<file path="src/rtl/state_add3_sequencer.sv">
// state_add3_sequencer: streams the lane sum a + b + c over one polynomial pass through a 2-deep output buffer
module state_add3_sequencer #(
  parameter int NUM_BEATS = 32,
  parameter int ADDR_W = 5,
  parameter int A_W = 128,
  parameter int B_W = 32,
  parameter int C_W = 96,
  parameter int O_W = 128
) (
  input  logic              iClk,
  input  logic              iRst_n,
  input  logic              iStart,
  output logic              oBusy,
  output logic              oDone,
  output logic              oRd_en,
  output logic [ADDR_W-1:0] oRd_addr,
  input  logic [A_W-1:0]    iCoeffs_a,
  input  logic [B_W-1:0]    iCoeffs_b,
  input  logic [C_W-1:0]    iCoeffs_c,
  output logic              oOut_valid,
  input  logic              iOut_ready,
  output logic [O_W-1:0]    oOut_data,
  output logic [ADDR_W-1:0] oOut_addr
);
  typedef enum logic [1:0] {IDLE, RUN, DRAIN, DONE} state_t;
  localparam logic [ADDR_W-1:0] LAST = ADDR_W'(NUM_BEATS - 1);
  state_t state, stateNext;
  logic inflight, wrPtr, rdPtr, pop, lastRead, lastPop;
  logic [1:0] count;
  logic [ADDR_W-1:0] issuedAddr;
  logic [O_W-1:0] sum;
  logic [O_W-1:0] memData [2];
  logic [ADDR_W-1:0] memAddr [2];
  assign oOut_valid = count != 2'd0;
  assign oOut_data = memData[rdPtr];
  assign oOut_addr = memAddr[rdPtr];
  assign pop = oOut_valid & iOut_ready;
  // A read is only issued when its result is guaranteed a free buffer slot.
  assign oRd_en = state == RUN && ({1'b0, count} + {2'b0, inflight}) < (3'd2 + {2'b0, pop});
  assign lastRead = oRd_en && oRd_addr == LAST;
  assign lastPop = pop && oOut_addr == LAST;
  always_comb begin
    stateNext = state;
    oBusy = 1'b0;
    oDone = 1'b0;
    stateNext = state == IDLE  ? (iStart ? RUN : IDLE) :
                state == RUN   ? (lastRead ? DRAIN : RUN) :
                state == DRAIN ? (lastPop ? DONE : DRAIN) : IDLE;
    oBusy = state == RUN || state == DRAIN;
    oDone = state == DONE;
  end
  always_comb begin
    sum = '0;
    for (int k = 0; k < 8; k++)
      sum[16*k +: 16] = iCoeffs_a[16*k +: 16]
                      + {{12{iCoeffs_b[B_W-1-4*k]}}, iCoeffs_b[B_W-1-4*k -: 4]}
                      + {{4{iCoeffs_c[C_W-1-12*k]}}, iCoeffs_c[C_W-1-12*k -: 12]};
  end
  always_ff @(posedge iClk) begin
    if (!iRst_n) begin
      state <= IDLE;
      oRd_addr <= '0;
      inflight <= 1'b0;
      issuedAddr <= '0;
      wrPtr <= 1'b0;
      rdPtr <= 1'b0;
      count <= 2'd0;
      memData <= '{default: '0};
      memAddr <= '{default: '0};
    end else begin
      state <= stateNext;
      oRd_addr <= stateNext == IDLE ? '0 : (oRd_en && !lastRead) ? oRd_addr + ADDR_W'(1) : oRd_addr;
      inflight <= oRd_en;
      if (oRd_en) issuedAddr <= oRd_addr;
      if (inflight) begin
        memData[wrPtr] <= sum;
        memAddr[wrPtr] <= issuedAddr;
        wrPtr <= !wrPtr;
      end
      if (pop) rdPtr <= !rdPtr;
      count <= count + {1'b0, inflight} - {1'b0, pop};
    end
  end
endmodule
</file>
<file path="config.mk">
export PLATFORM = sky130hd
export DESIGN_NAME = state_add3_sequencer
export DESIGN_NICKNAME = d
export VERILOG_FILES = /design/src/rtl/state_add3_sequencer.sv
export SDC_FILE = /design/constraint.sdc
export NUM_CORES = 1
export LEC_CHECK = 0
export CORE_MARGIN = 10
export CORE_UTILIZATION = 48
export DETAILED_ROUTE_END_ITERATION = 12
export GPL_TIMING_DRIVEN = 0
export MAX_ROUTING_LAYER = met4
export PLACE_DENSITY = 0.79
export SLEW_MARGIN = 15
export SYNTH_ARGS = -nofsm -noshare
export SYNTH_HDL_FRONTEND = slang
export SYNTH_SLANG_ARGS = --single-unit
</file>
<file path="constraint.sdc">
create_clock -name iClk -period 2.98 [get_ports iClk]
set_input_delay 0.596 -clock iClk [delete_from_list [all_inputs] [get_ports iClk]]
set_output_delay 0.596 -clock iClk [all_outputs]
set_load 0.01 [all_outputs]
</file>
Word-level counts from Yosys, hierarchy flattened
Index checks and enable logic that the tools add are counted.
Operators by class
  $add $sub $neg: 21
  $lt $le $gt $ge: 4
  equality and inequality tests: 5
  multiplexer cells: 18
  bitwise gates (word level): 4
  reduce and logical (&&, ||, !) cells: 13
Operators with widths (count)
  two-way mux 128 bit: 4
  adder 16 bit: 16
  bitwise mux 256 bit: 1
  demux 128 bit (select 1 bit): 1
  two-way mux 5 bit: 4
  bitwise mux 10 bit: 1
  == test 5 bit, second input constant: 2
  two-way mux 2 bit: 4
  adder 5 x 1 -> 5 bit, second input constant: 1
  demux 5 bit (select 1 bit): 1
  logical AND 1 bit: 5
  == test 2 bit, second input constant: 2
  >= comparator 2 bit, second input constant: 2
  logical NOT 2 bit: 2
  inverter 1 -> 2 bit: 2
  adder 2 x 1 -> 3 bit: 1
  adder 2 x 1 -> 3 bit, first input constant: 1
  logical NOT 1 bit: 3
  < comparator 3 bit: 1
  adder 2 x 1 -> 2 bit: 1
  == test 2 x 1 -> 1 bit, second input constant: 1
  < comparator 2 x 1 -> 1 bit, second input constant: 1
  two-way mux 1 bit: 2
  nonzero test 2 bit: 1
  5 further kinds: 5
Word-level totals
  register bits after elaboration: 283
  output and inout bits: 142
  word-level logic and storage cells: 76

Depth between registers and ports, before layout
  depth after elaboration: 12
  gate-level depth with buffers: 12
  depth with buffers taken out: 12

Worst setup path after synthesis
No wires, ideal clock.
  kind: input -> register
  start: input iCoeffs_a[1]
  end: register memData[13] (netlist name)
  setup time: 62 ps
  data arrival time: 3173 ps
  data required time: 2918 ps
  slack: -255 ps
  cell stages on the path: 10
  cell sequence: fa_1 ha_1 inv_1 fa_1 nand2b_1 a21oi_1 o21bai_1 a31oi_1 or4b_1 nand3_1
On the way
  word-level cells in the longest chain between the ends: 3
Ends and longest elaborated chain
  start: declaration: line 17  | input logic [A_W-1:0] iCoeffs_a,
  adder 16 bit: line 56  | + {{12{iCoeffs_b[B_W-1-4*k]}}, iCoeffs_b[B_W-1-4*k -: 4]}
  adder 16 bit: line 57  | + {{4{iCoeffs_c[C_W-1-12*k]}}, iCoeffs_c[C_W-1-12*k -: 12]};
  bitwise mux 256 bit: line 76  | memData[wrPtr] <= sum;
  end signal: indexed assignment: line 76
  end: declaration: line 32  | logic [O_W-1:0] memData [2];
Every way passes these cells.
A chain may end at the register's enable or synchronous reset.

Final worst setup path
  start: input iRst_n
  end: register memData[233] (netlist name)
RTL lines
  start: declaration: line 11  | input logic iRst_n,
No word-level cell between the ends.

==> impl_metrics.yaml <==
worst_setup_path:
  worstPathArrival_ps: 3380
  regToRegSetupSlack_ps: 50
  crit_family: "buffers and inverters"
  crit_type: "input port to flip-flop"
  cp_cell_sequence: "clkdlybuf4s50_1 -> inv_1 -> clkbuf_1 -> clkbuf_2 -> clkbuf_1 -> clkbuf_2 -> a21oi_1"
  timing.rr.end: "memData[191]"
  worstSetupStartpointType: "input port"
  endpoint: "memData[233]"
  required_ps: 3400
  cp_num_buf_inv: 6
  end_kind: "flip-flop"
  worstReg2RegStart: "inflight"
  cpPeakStageDelay_ps: 540
  r2r_cells: 6
  cp.depth: 7
  crit_start: "iRst_n"
  cp_slowest_cell: "clkbuf_1"
  cp_max_fo: 10
sta:
  fin_crit_sh_pct: 99.4
  fmax_ghz: 0.337
  rsz0062_at_grt: "yes"
  period_minus_slack_ps: 2960
  fin_hold_ws_ps: 438
  relSlewSlack_pct: 19.3
  hold_viol_final: 0
  fin_ws_ps: 16.7
  tightest_slew_ps: 1210
  fin_skew_ps: 13.1
  tns_ps: 0
  drv_slew: 0
  final-setup-viol-count: 0
yosys:
  ys.flop_type: "dfxtp_1"
  yosysTopAreaCell: "dfxtp_1"
  synthArstFlopShare_pct: 0
  synth-seq-area-share_pct: 29.2
  synthCells: 2137
  synth-seq-cells: 283
  synth-edff-count: 0
  yosys_warnings: 0
  netlist_area_mm2: 0.0194
  synth.distinct_cells: 69
  synth.avg_cell_area_um2: 9.09
  synth_nets: 2647
  synth_area_leaders: "dfxtp_1, fa_1, mux2_2"
  yosysTopAreaCellShare_pct: 29.2
pwr:
  switching_share_pct: 38.0
  p_sw_w: 0.00561
  clkPwrFrac_pct: 25.6
  p_seq_share_pct: 28.2
  powerDensity_mw_per_mm2: 570
  irDropWorstVdd_mv: 0.451
  finalPower_w: 0.0147
  p_int_w: 0.00914
  combinationalPowerShare_pct: 46.3
  leakagePower_nw: 11.0
die:
  die_height_um: 221
  dieArea_mm2: 0.0489
  initial_core_util_pct: 48.7
  core_mm2: 0.0399
  rows: 73
  die_w_um: 221
  io_pins: 402
global_route:
  grt_pass1_wl_um: 112000
  grt_max_degree: 15
  grt_pass1_vias: 18984
  grt_usage_pct: 29.6
  antenna_found_initial: 4
  overflow: 0
final_layout:
  layout_common_cells: "clkdlybuf4s50_1, dfxtp_1, nand2_1"
  final_common_cell: "clkdlybuf4s50_1"
  fin_nets: 3090
  postLayoutCellArea_mm2: 0.0259
  drive_gt1_share_pct: 12.7
  area_growth_syn_to_layout_pct: 33.1
placed_design:
  port_buffers: 401
  pre_cts_ws_ps: -1420
  place_area_mm2: 0.0241
  dp_hpwl_um: 58100
  globalplace.congestion: 0.956
route:
  drt_wl_total_um: 74800
  vias: 18662
  ant_nets: 0
  drc: 0
  routed_via_density: 5.96
  drtPass1Iterations: 5
  initialDrtViolationCount: 1761
  wl_per_cell_um: 23.9
clocking:
  ctsHoldBuffers: 0
  clockRootBuffer: "clkbuf_16"
  clk_pin_slew_ps: 60
  cts_tree: "yes"
  cts_made_buffers: 30
  h-tree-depth: 1
  cts.sinks: 283
  clockBufferDepth: 3
  clock_latency_ps: 560
status:
  status: "completed"
hold_path:
  hold_class: "flip-flop to flip-flop"
flow_run:
  maxCapViolations: 0
synth_stat cells (all sizes together) (7+ instances only):
cell / instances
nand2: 250
and2: 16
nand4b: 14
mux2i: 12
a31oi: 15
dfxtp: 283
a21oi: 166
nand4: 29
or3: 16
o21ai: 161
o21a: 15
xnor2: 82
o211ai: 27
clkbuf: 105
nand3: 71
o21bai: 7
ha: 122
o221ai: 7
a21o: 29
a22o: 53
fa: 128
buf: 13
inv: 87
nor2: 95
mux2: 136
nand2b: 15
a211oi: 26
nor2b: 10
and3: 17
nor3: 15
xor2: 41
layer usage:
metal,track usage [%],routed length (um),vias to the layer above
li1,-,-,8464
met3,4.01,5480,141
met4,7.75,2280,0
met5,-,0,-
met1,36.7,30600,9129
met2,49.9,36400,928
through the flow:
| step | utilization (%) | std cells |
|---|---|---|
| detailed placement | 60.4 | 3063 |
| CTS | 63.7 | 3124 |
| finish | 64.8 | 3132 |
| floorplan | - | 2137 |
| global route | 64.8 | 3132 |
| global placement | 60.4 | 3063 |
worst register-to-register path, stage by stage, from the launching register on:
cell and delay (ps):
dfxtp_2 430, nor2b_1 160, clkbuf_1 460, clkbuf_1 580, clkbuf_1 840, nor2_1 140, a211oi_2 240
worst min path at each step:
stage / start / to / slack (ps) / cells past startpoint
final: memData[126] / memData[126] / 440 / 2
after global routing: memData[126] / memData[126] / 460 / 2
after CTS: memData[126] / memData[126] / 440 / 2
after detailed placement: memData[126] / memData[126] / 430 / 2
after global placement: memData[126] / memData[126] / 420 / 2
after floorplan: memData[126] / memData[126] / 410 / 2
state kept, by name, summed over array words and instances (netlist names):
name,count
memData,256
memAddr,10
issuedAddr,5
oRd_addr,5
count,2
state,2
inflight,1
rdPtr,1
wrPtr,1
area by class of cell:
| type | instances | area [um^2] |
|---|---|---|
| Antenna cell | 4 | 10.0 |
| Buffer | 110 | 557 |
| Clock buffer | 43 | 891 |
| Clock inverter | 12 | 98.8 |
| Fill cell | 3233 | 14100 |
| Inverter | 87 | 327 |
| Multi-Input combinational cell | 1649 | 13400 |
| Sequential cell | 283 | 5670 |
| Tap cell | 525 | 657 |
| Timing Repair Buffer | 419 | 4250 |
repair_timing:
item | in CTS | in global routing
pin swaps | 26 | 40
endpoints found under the setup margin | 352 | 205
buffers inserted | 7 | 11
gates resized for setup | 130 | 131
power groups by stage:
stage / clock, W / combinational [W] / sequential (W)
global placement: 0 / 0.00616 / 0.00421
detailed placement: 0 / 0.00625 / 0.00423
finish: 0.00377 / 0.00682 / 0.00416
CTS: 0.00376 / 0.00654 / 0.00415
global route: 0.00392 / 0.00731 / 0.00418
floorplan: 0 / 0.00388 / 0.00419
logic make-up (layout without fill, tap and decap cells):
group / count (synthesis) / count (layout) / share of synthesized area [%]
AOI/OAI and AO/OA: 558 / 558 / 18.0
xor gates and xnor gates: 123 / 123 / 5.55
adders and majority gates: 250 / 250 / 21.0
buffers and inverters: 205 / 671 / 3.97
DFF: 283 / 283 / 29.2
muxes: 148 / 148 / 8.50
other: 0 / 4 / 0
and+or+nand+nor: 570 / 570 / 13.7
Note: power is estimated with default switching activity, not from simulation.
